## src/rtl/tx_word_feeder.sv

```systemverilog
// Word-to-byte feeder for the debugger UART transmitter: buffers words in a FIFO,
// then hands them to the transmitter one byte at a time with a start/done handshake.
module tx_word_feeder #(
  parameter int unsigned LEN_DATA   = 8,
  parameter int unsigned WORD_BYTES = 4,
  parameter int unsigned FIFO_DEPTH = 4,
  parameter bit          MSB_FIRST  = 1'b0
) (
  input  logic                                  clk,
  input  logic                                  rst,
  input  logic [LEN_DATA*WORD_BYTES-1:0]        in_data,
  input  logic                                  in_valid,
  output logic                                  in_ready,
  output logic                                  tx_start,
  output logic [LEN_DATA-1:0]                   tx_data,
  input  logic                                  tx_done,
  output logic                                  word_done,
  output logic                                  busy,
  output logic [$clog2(FIFO_DEPTH):0]           fifo_count,
  output logic                                  drop_err
);

  localparam int unsigned W   = LEN_DATA * WORD_BYTES;
  localparam int unsigned PW  = $clog2(FIFO_DEPTH);
  localparam int unsigned CW  = PW + 1;
  localparam int unsigned BCW = (WORD_BYTES > 1) ? $clog2(WORD_BYTES) : 1;

  typedef enum logic [1:0] {
    IDLE      = 2'd0,
    START     = 2'd1,
    WAIT_DONE = 2'd2
  } state_t;

  state_t               state, state_nxt;
  logic [W-1:0]         mem [FIFO_DEPTH];
  logic [PW-1:0]        wr_ptr, rd_ptr;
  logic [W-1:0]         sh, sh_nxt, sh_shift;
  logic [BCW-1:0]       byte_cnt, byte_cnt_nxt;
  logic [LEN_DATA-1:0]  tx_data_nxt;
  logic                 word_done_nxt;
  logic                 push, pop, full, empty;

  // Byte presented to the transmitter from a given shift-register value.
  function automatic logic [LEN_DATA-1:0] send_byte(input logic [W-1:0] v);
    if (MSB_FIRST) return v[W-1 -: LEN_DATA];
    else           return v[LEN_DATA-1:0];
  endfunction

  assign full     = (fifo_count == CW'(FIFO_DEPTH));
  assign empty    = (fifo_count == '0);
  assign in_ready = !full;
  assign push     = in_valid && in_ready;
  assign busy     = (state != IDLE) || !empty;
  assign sh_shift = MSB_FIRST ? (sh << LEN_DATA) : (sh >> LEN_DATA);

  // Word storage; contents need no reset since occupancy is tracked by fifo_count.
  always_ff @(posedge clk) begin
    if (push) mem[wr_ptr] <= in_data;
  end

  always_ff @(posedge clk or posedge rst) begin
    if (rst) begin
      wr_ptr     <= '0;
      rd_ptr     <= '0;
      fifo_count <= '0;
      drop_err   <= 1'b0;
    end else begin
      if (push) wr_ptr <= wr_ptr + PW'(1);
      if (pop)  rd_ptr <= rd_ptr + PW'(1);
      case ({push, pop})
        2'b10:   fifo_count <= fifo_count + CW'(1);
        2'b01:   fifo_count <= fifo_count - CW'(1);
        default: fifo_count <= fifo_count;
      endcase
      if (in_valid && !in_ready) drop_err <= 1'b1;
    end
  end

  always_ff @(posedge clk or posedge rst) begin
    if (rst) begin
      state     <= IDLE;
      sh        <= '0;
      byte_cnt  <= '0;
      tx_start  <= 1'b0;
      tx_data   <= '0;
      word_done <= 1'b0;
    end else begin
      state     <= state_nxt;
      sh        <= sh_nxt;
      byte_cnt  <= byte_cnt_nxt;
      tx_start  <= (state_nxt == START);
      tx_data   <= tx_data_nxt;
      word_done <= word_done_nxt;
    end
  end

  // Next-state logic; tx_data is loaded on entry to START and held otherwise.
  always_comb begin
    state_nxt     = state;
    sh_nxt        = sh;
    byte_cnt_nxt  = byte_cnt;
    tx_data_nxt   = tx_data;
    word_done_nxt = 1'b0;
    pop           = 1'b0;
    case (state)
      IDLE: begin
        if (!empty) begin
          pop          = 1'b1;
          sh_nxt       = mem[rd_ptr];
          byte_cnt_nxt = '0;
          tx_data_nxt  = send_byte(mem[rd_ptr]);
          state_nxt    = START;
        end
      end
      START: state_nxt = WAIT_DONE;
      WAIT_DONE: begin
        if (tx_done) begin
          if (byte_cnt == BCW'(WORD_BYTES - 1)) begin
            word_done_nxt = 1'b1;
            state_nxt     = IDLE;
          end else begin
            sh_nxt       = sh_shift;
            byte_cnt_nxt = byte_cnt + BCW'(1);
            tx_data_nxt  = send_byte(sh_shift);
            state_nxt    = START;
          end
        end
      end
      default: state_nxt = IDLE;
    endcase
  end

endmodule

```

## config.mk

```make
export PLATFORM = sky130hd
export DESIGN_NAME = tx_word_feeder
export DESIGN_NICKNAME = d
export VERILOG_FILES = /design/src/rtl/tx_word_feeder.sv
export SDC_FILE = /design/constraint.sdc
export NUM_CORES = 1
export LEC_CHECK = 0
export BUFFER_PORTS_ARGS = -buffer_cell sky130_fd_sc_hd__clkbuf_2
export CAP_MARGIN = 10
export CORE_MARGIN = 3
export CORE_UTILIZATION = 30
export DETAILED_ROUTE_END_ITERATION = 8
export HOLD_SLACK_MARGIN = 0.12
export PLACE_DENSITY = 0.49
export SETUP_SLACK_MARGIN = 0.1
export SYNTH_ARGS = -nofsm -noshare
export SYNTH_HDL_FRONTEND = slang
export SYNTH_SLANG_ARGS = --single-unit
```

## constraint.sdc

```tcl
create_clock -name clk -period 2.7 [get_ports clk]
set_clock_uncertainty 0.05 [all_clocks]
set_input_delay 0.81 -clock clk [delete_from_list [all_inputs] [get_ports clk]]
set_output_delay 0.81 -clock clk [all_outputs]
set_load 0.03 [all_outputs]
```

==> results of run 1 <==
## final timing paths
check,depth (start not counted),startpoint,to
min in group asynchronous,2,rst,sh[18]
max reg2reg,8,state[0],fifo_count[2]
min,1,drop_err,drop_err
max,3,fifo_count[0],busy
min reg2reg,1,drop_err,drop_err
max in group asynchronous,3,rst,tx_data[5]
## registers in the layout, summed over array words and instances, names as in the netlist
name / count
mem: 128
tx_start: 1
byte_cnt: 2
tx_data: 7
wr_ptr: 2
word_done: 1
rd_ptr: 2
state: 2
sh: 25
drop_err: 1
fifo_count: 3
## final cells by class
cell class,instances,share of cell area
tap,280,0.0434
sequential,174,0.619
inverter,10,0.00465
timing repair buffer,67,0.0543
clock buffer,18,0.0532
multi-input combinational,173,0.211
clock inverter,14,0.0144
## power breakdown
| part | internal (mW) | switching, mW |
|---|---|---|
| combinational | 1.39 | 1.94 |
| clock | 1.27 | 1.00 |
| sequential | 3.67 | 0.297 |
## synthesized netlist by cell type
| library cell | count | area [µm²] |
|---|---|---|
| nor3b_1 | 1 | 7.51 |
| nand2_1 | 48 | 180 |
| nor2b_1 | 2 | 12.5 |
| mux2_2 | 2 | 22.5 |
| ha_1 | 6 | 75.1 |
| nand3_1 | 1 | 5.00 |
| a31oi_1 | 15 | 93.8 |
| dfrtp_1 | 46 | 1150 |
| nor4bb_1 | 1 | 10.0 |
| nor2_2 | 1 | 6.26 |
| clkbuf_1 | 6 | 22.5 |
| fa_1 | 1 | 20.0 |
| nand2b_1 | 3 | 18.8 |
| a21oi_4 | 1 | 16.3 |
| buf_4 | 12 | 90.1 |
| a31oi_2 | 9 | 113 |
| a22o_1 | 8 | 70.1 |
| a211oi_1 | 24 | 180 |
| buf_2 | 12 | 60.1 |
| buf_6 | 3 | 33.8 |
| o21ai_0 | 1 | 5.00 |
| mux2i_1 | 1 | 10.0 |
| xor2_1 | 3 | 26.3 |
| and3_1 | 1 | 6.26 |
| edfxtp_1 | 128 | 3840 |
| inv_1 | 9 | 33.8 |
| a32o_1 | 1 | 10.0 |
| or3_1 | 1 | 6.26 |
| mux4_2 | 32 | 721 |
| a21o_1 | 1 | 7.51 |
| xnor2_1 | 3 | 26.3 |
| nor2_1 | 1 | 3.75 |
| inv_2 | 1 | 3.75 |
| buf_1 | 1 | 3.75 |
| and2_1 | 5 | 31.3 |
## kinds of logic (layout without fill, tap and decap cells)
group                    count (synthesis)  in the layout  share of synthesized area
multiplexers                            35             35                      0.109
adder cells (fa/ha/maj)                  7              7                     0.0137
AND/OR/NAND/NOR                         65             65                     0.0415
buffers and inverters                   44            109                     0.0358
AO/OA/AOI/OAI                           60             60                     0.0715
XOR/XNOR                                 6              6                    0.00759
flip-flops                             174            174                      0.721
## metal layers
metal  global-route usage  vias up  wire length, µm
met5                    0        -                0
met4               0.0270        0               93
met3               0.0361        8              590
met2                0.186       62             6640
met1                0.154     1809             6270
li1                     -     1622                -
==> summary.txt, run 1 <==
CTS
  • Clk slew on worst S/H paths: 60 ps
  • Total clock sinks: 174
  • CTS resizes: 0
  • Post-CTS Hold Fix Bufs: 0
  • Root buffer cell: clkbuf_16
  • Setup Buffers After CTS: 0
  • Cts bufs inserted: 17
  • Max clock buf depth: 2
  • H-tree levels: 4
  • Skew-Pair Late Insertion Delay: 420 ps
  • CTS tree: yes

Min path
  • Worst hold path type: flop to flop

Logic synthesis
  • Mapped cell area: 6930 µm²
  • Total number of yosys warnings: 0
  • Synth cell types: 35
  • Post-synthesis sequential area ratio: 0.721
  • #FFs+latches synth: 174
  • Post-Syn Area per Cell: 17.7 µm²
  • Syn_nets: 434
  • Synth Instances: 391

Setup path
  • Slowest stage cell on the critical path: dfrtp_1
  • Largest delay contributor family on the critical path: simple AND/OR/NAND/NOR gates
  • Cell Chain, Critical Path: or3_1 -> nand2b_1 -> clkbuf_2
  • Crit path max fanout: 5
  • CP Launch Type: flop
  • WP buf/inv: 1
  • Worst EP arrival: 1610 ps
  • Critical path required time: 1840 ps
  • CP Class: flop to output port
  • Crit. End Element: output port
  • R2R Setup Slk: 500 ps
  • Max incr delay on CP: 430 ps

Routing
  • Via count: 3,501
  • ANT nets after route: 0
  • Initial DRC Count: 232
  • WL final: 13,600 µm
  • DRT Pass-1 Iters: 4
  • Drt wl/cell: 18.5 µm
  • DRC violations left: 0
  • Vias per std cell: 4.76

Global route
  • Global-route wire length before repair: 21,400 µm
  • Total GRT Usage: 0.116
  • Antenna violations before repair: 0
  • Largest net degree at the start of global routing: 34
  • Vias in the first global route: 3,710
  • GRT overflow: 0

Timing
  • FMAX: 405 MHz
  • RSZ-0062 raised after global routing: false
  • Worst Max-Slew Pin Slew: 624 ps
  • Setup ws final: 230 ps
  • Setup TNS Final: 0 ps
  • Period utilisation layout: 0.915
  • Final Hold Fails: 0
  • Setup violations, final: 0
  • Tmin final: 2470 ps
  • Slew HR: 0.583
  • Final Slew Violations: 0
  • WHS: 401 ps

Placed design
  • Gpl congestion: 0.741
  • Cells after DPL: 704
  • Post-place setup slack: 410 ps
  • Area after DPL: 7520 µm²
  • Port bufs: 51
  • Hpwl dp: 8410 µm

Cells and area
  • Nets: 486
  • Share of layout cells above drive strength 1: 0.320
  • Commonest non-fill, non-tap cell in the layout: edfxtp_1
  • Most frequent cells in the layout: edfxtp_1 (128), clkbuf_2 (51), nand2_1 (48)
  • Multi-input gate area: 1700 µm²
  • Diode count: 0
  • Layout Utilization: 0.363
  • Seq. cell area: 5000 µm²
  • Final instance area: 8070 µm²
  • Syn-to-layout area delta: 16.5%
  • Final Non-Filler Cells: 736
  • Filler cells: 2,073

Floorplan
  • Initial Util: 0.312
  • Cell Rows: 54
  • Overall die area: 24,900 µm²
  • Io pins: 52
  • Die width: 158 µm
  • Die height: 158 µm
  • Core Footprint: 22,200 µm²

Pwr
  • Leakage power: 2.87 nW
  • Pwr Total: 9.56 mW
  • Peak supply drop: 512 µV
  • Pwr per Cell Area: 1180 nW/µm²

Run status
  • Outcome: finished, final reports clean

Flow run
  • Max_cap viols: 0
(Power assumes the default switching activity.)
==> inputs of run 2 (changes only) <==
--- a/config.mk
+++ b/config.mk
@@ -7,11 +7,13 @@
 export LEC_CHECK = 0
 export BUFFER_PORTS_ARGS = -buffer_cell sky130_fd_sc_hd__clkbuf_2
 export CAP_MARGIN = 10
+export CELL_PAD_IN_SITES_DETAIL_PLACEMENT = 0
+export CELL_PAD_IN_SITES_GLOBAL_PLACEMENT = 2
 export CORE_MARGIN = 3
 export CORE_UTILIZATION = 30
 export DETAILED_ROUTE_END_ITERATION = 8
 export HOLD_SLACK_MARGIN = 0.12
-export PLACE_DENSITY = 0.49
+export PLACE_DENSITY = 0.59
 export SETUP_SLACK_MARGIN = 0.1
 export SYNTH_ARGS = -nofsm -noshare
 export SYNTH_HDL_FRONTEND = slang
==> constraint.sdc (replaced) <==
create_clock -name clk -period 2.7 [get_ports clk]
set_clock_uncertainty 0.05 [all_clocks]
set_input_delay 0.135 -clock clk [delete_from_list [all_inputs] [get_ports clk]]
set_output_delay 0.135 -clock clk [all_outputs]
set_load 0.03 [all_outputs]
==> summary.txt, run 2 (synthesis gave the netlist of run 1 again) <==
Run status
  • Outcome: finished, final reports clean

Floorplan
  • Die height: 158 µm
  • Cell Rows: 54
  • Initial Util: 0.312
  • Die width: 158 µm
  • Core Footprint: 22,200 µm²
  • Io pins: 52
  • Overall die area: 24,900 µm²

Routing
  • Via count: 3,627
  • ANT nets after route: 0
  • Vias per std cell: 4.73
  • DRT Pass-1 Iters: 4
  • Initial DRC Count: 197
  • DRC violations left: 0
  • Drt wl/cell: 18.6 µm
  • WL final: 14,300 µm

Cells and area
  • Filler cells: 2,064
  • Commonest non-fill, non-tap cell in the layout: edfxtp_1
  • Max reg flops: 128
  • Most frequent cells in the layout: edfxtp_1 (128), clkbuf_2 (51), nand2_1 (48)
  • Layout Utilization: 0.380
  • Largest register by flop count: mem
  • Nets: 517
  • Seq. cell area: 5000 µm²
  • Final Non-Filler Cells: 767
  • Syn-to-layout area delta: 22.0%
  • Share of layout cells above drive strength 1: 0.285
  • Largest regs: mem x128, sh x25, tx_data x7
  • Multi-input gate area: 1700 µm²
  • Diode count: 0

Setup path
  • FF-to-FF path depth: 9
  • Max incr delay on CP: 430 ps
  • Setup crit start: fifo_count[0]
  • Largest delay contributor family on the critical path: simple AND/OR/NAND/NOR gates
  • Cell Chain, Critical Path: nor3b_1 -> nor2b_1 -> inv_1 -> ha_1 -> inv_1 -> fa_1 -> xor2_1 -> nor2_1 -> xor2_1
  • Slowest stage cell on the critical path: dfrtp_1
  • R2R Setup Slk: 430 ps
  • CP Launch Type: flop
  • Crit path max fanout: 7
  • Worst EP arrival: 2550 ps
  • Worst r2r dst: fifo_count[2]
  • CP Class: flop to flop
  • WP buf/inv: 2
  • Crit. End Element: flop
  • Critical path required time: 2990 ps
  • Critical path depth: 9
  • Reg-to-reg critical path startpoint: fifo_count[0]
  • Worst Setup EP: fifo_count[2]

Global route
  • Vias in the first global route: 3,907
  • Global-route wire length before repair: 22,800 µm
  • Met1 Use GR: 0.164
  • Met3 usage: 0.0323
  • GRT overflow: 0
  • Most Crowded Layer GR: met2
  • Total GRT Usage: 0.123
  • Largest net degree at the start of global routing: 47
  • Antenna violations before repair: 0
  • Met2 usage: 0.201

Timing
  • RSZ-0062 raised after global routing: false
  • Final Slew Violations: 0
  • Worst Max-Slew Pin Slew: 1020 ps
  • Setup TNS Final: 0 ps
  • Slew HR: 0.316
  • Setup ws final: 432 ps
  • Tmin final: 2270 ps
  • Setup violations, final: 0
  • Period utilisation layout: 0.840
  • FMAX: 441 MHz
  • Final Hold Fails: 0

CTS
  • Setup Buffers After CTS: 0
  • Max clock buf depth: 2
  • Skew-Pair Late Insertion Delay: 420 ps
  • Total clock sinks: 174
  • Root buffer cell: clkbuf_16
  • Cts bufs inserted: 17
  • H-tree levels: 4
  • Clk slew on worst S/H paths: 70 ps
  • CTS tree: yes

Placed design
  • Port bufs: 51
  • Post-place setup slack: 436 ps
  • Hpwl dp: 8470 µm
  • Gpl congestion: 0.715
  • Cells after DPL: 700

Pwr
  • Pwr per Cell Area: 1170 nW/µm²
  • Peak supply drop: 501 µV
  • Leakage power: 3.01 nW

Min path
  • Worst hold path type: flop to flop

Flow run
  • Max_cap viols: 0
[run 2: cell count changes in the layout (fill, tap and decap cells not counted), sizes merged]
cell | previous run | this run
dlygate4sd3 | 0 | 35
buf | 16 | 12
clkinv | 7 | 2
clkbuf | 69 | 73
bufinv | 1 | 4
inv | 13 | 11
[run 2: worst min-delay path by stage]
stage,from,endpoint,slack [ps],cells after the start
CTS,in_data[21],mem[0][21],400,2
floorplan,in_data[0],mem[0][0],180,0
global placement,in_data[27],mem[2][27],300,1
finish,drop_err,drop_err,410,1
detailed placement,in_data[22],mem[3][22],310,1
global route,in_data[21],mem[2][21],410,2
[run 2: through the flow]
stage,area (µm²),hold WS (ps),power [mW]
final,8450,414,9.86
after detailed placement,7490,308,7.48
after CTS,8450,398,10.1
after global routing,8450,413,10.5
after floorplan,6930,184,6.55
after global placement,7490,298,7.41
[run 2: power by group]
group | switching (mW) | internal (mW)
Combinational | 1.95 | 1.40
Sequential | 0.322 | 3.67
Clock | 0.980 | 1.55
Total | 3.25 | 6.61
[run 2: what timing repair did]
action	CTS	global route
hold buffers	35	0
resized for setup	0	0
endpoints found under the hold margin	177	0
[run 2: metal layers]
layer	part of all wire	wire length, µm
met1	0.46	6580
met2	0.50	7120
met3	0.032	455
met4	0.0070	100
met5	0	0
[run 2: area by class of cell]
class,count,area share
timing repair buffer,98,0.0897
sequential,174,0.591
clock inverter,10,0.0195
inverter,10,0.00444
clock buffer,22,0.0526
multi-input combinational,173,0.201
tap,280,0.0415
[run 2: worst reg2reg max path, delay by kind of cell (launching register included)]
| kind | cells | cell delay (ps) |
|---|---|---|
| flip-flops | 1 | 430 |
| adder cells (fa/ha/maj) | 2 | 550 |
| buffers and inverters | 2 | 160 |
| AND/OR/NAND/NOR | 3 | 690 |
| XOR/XNOR | 2 | 310 |
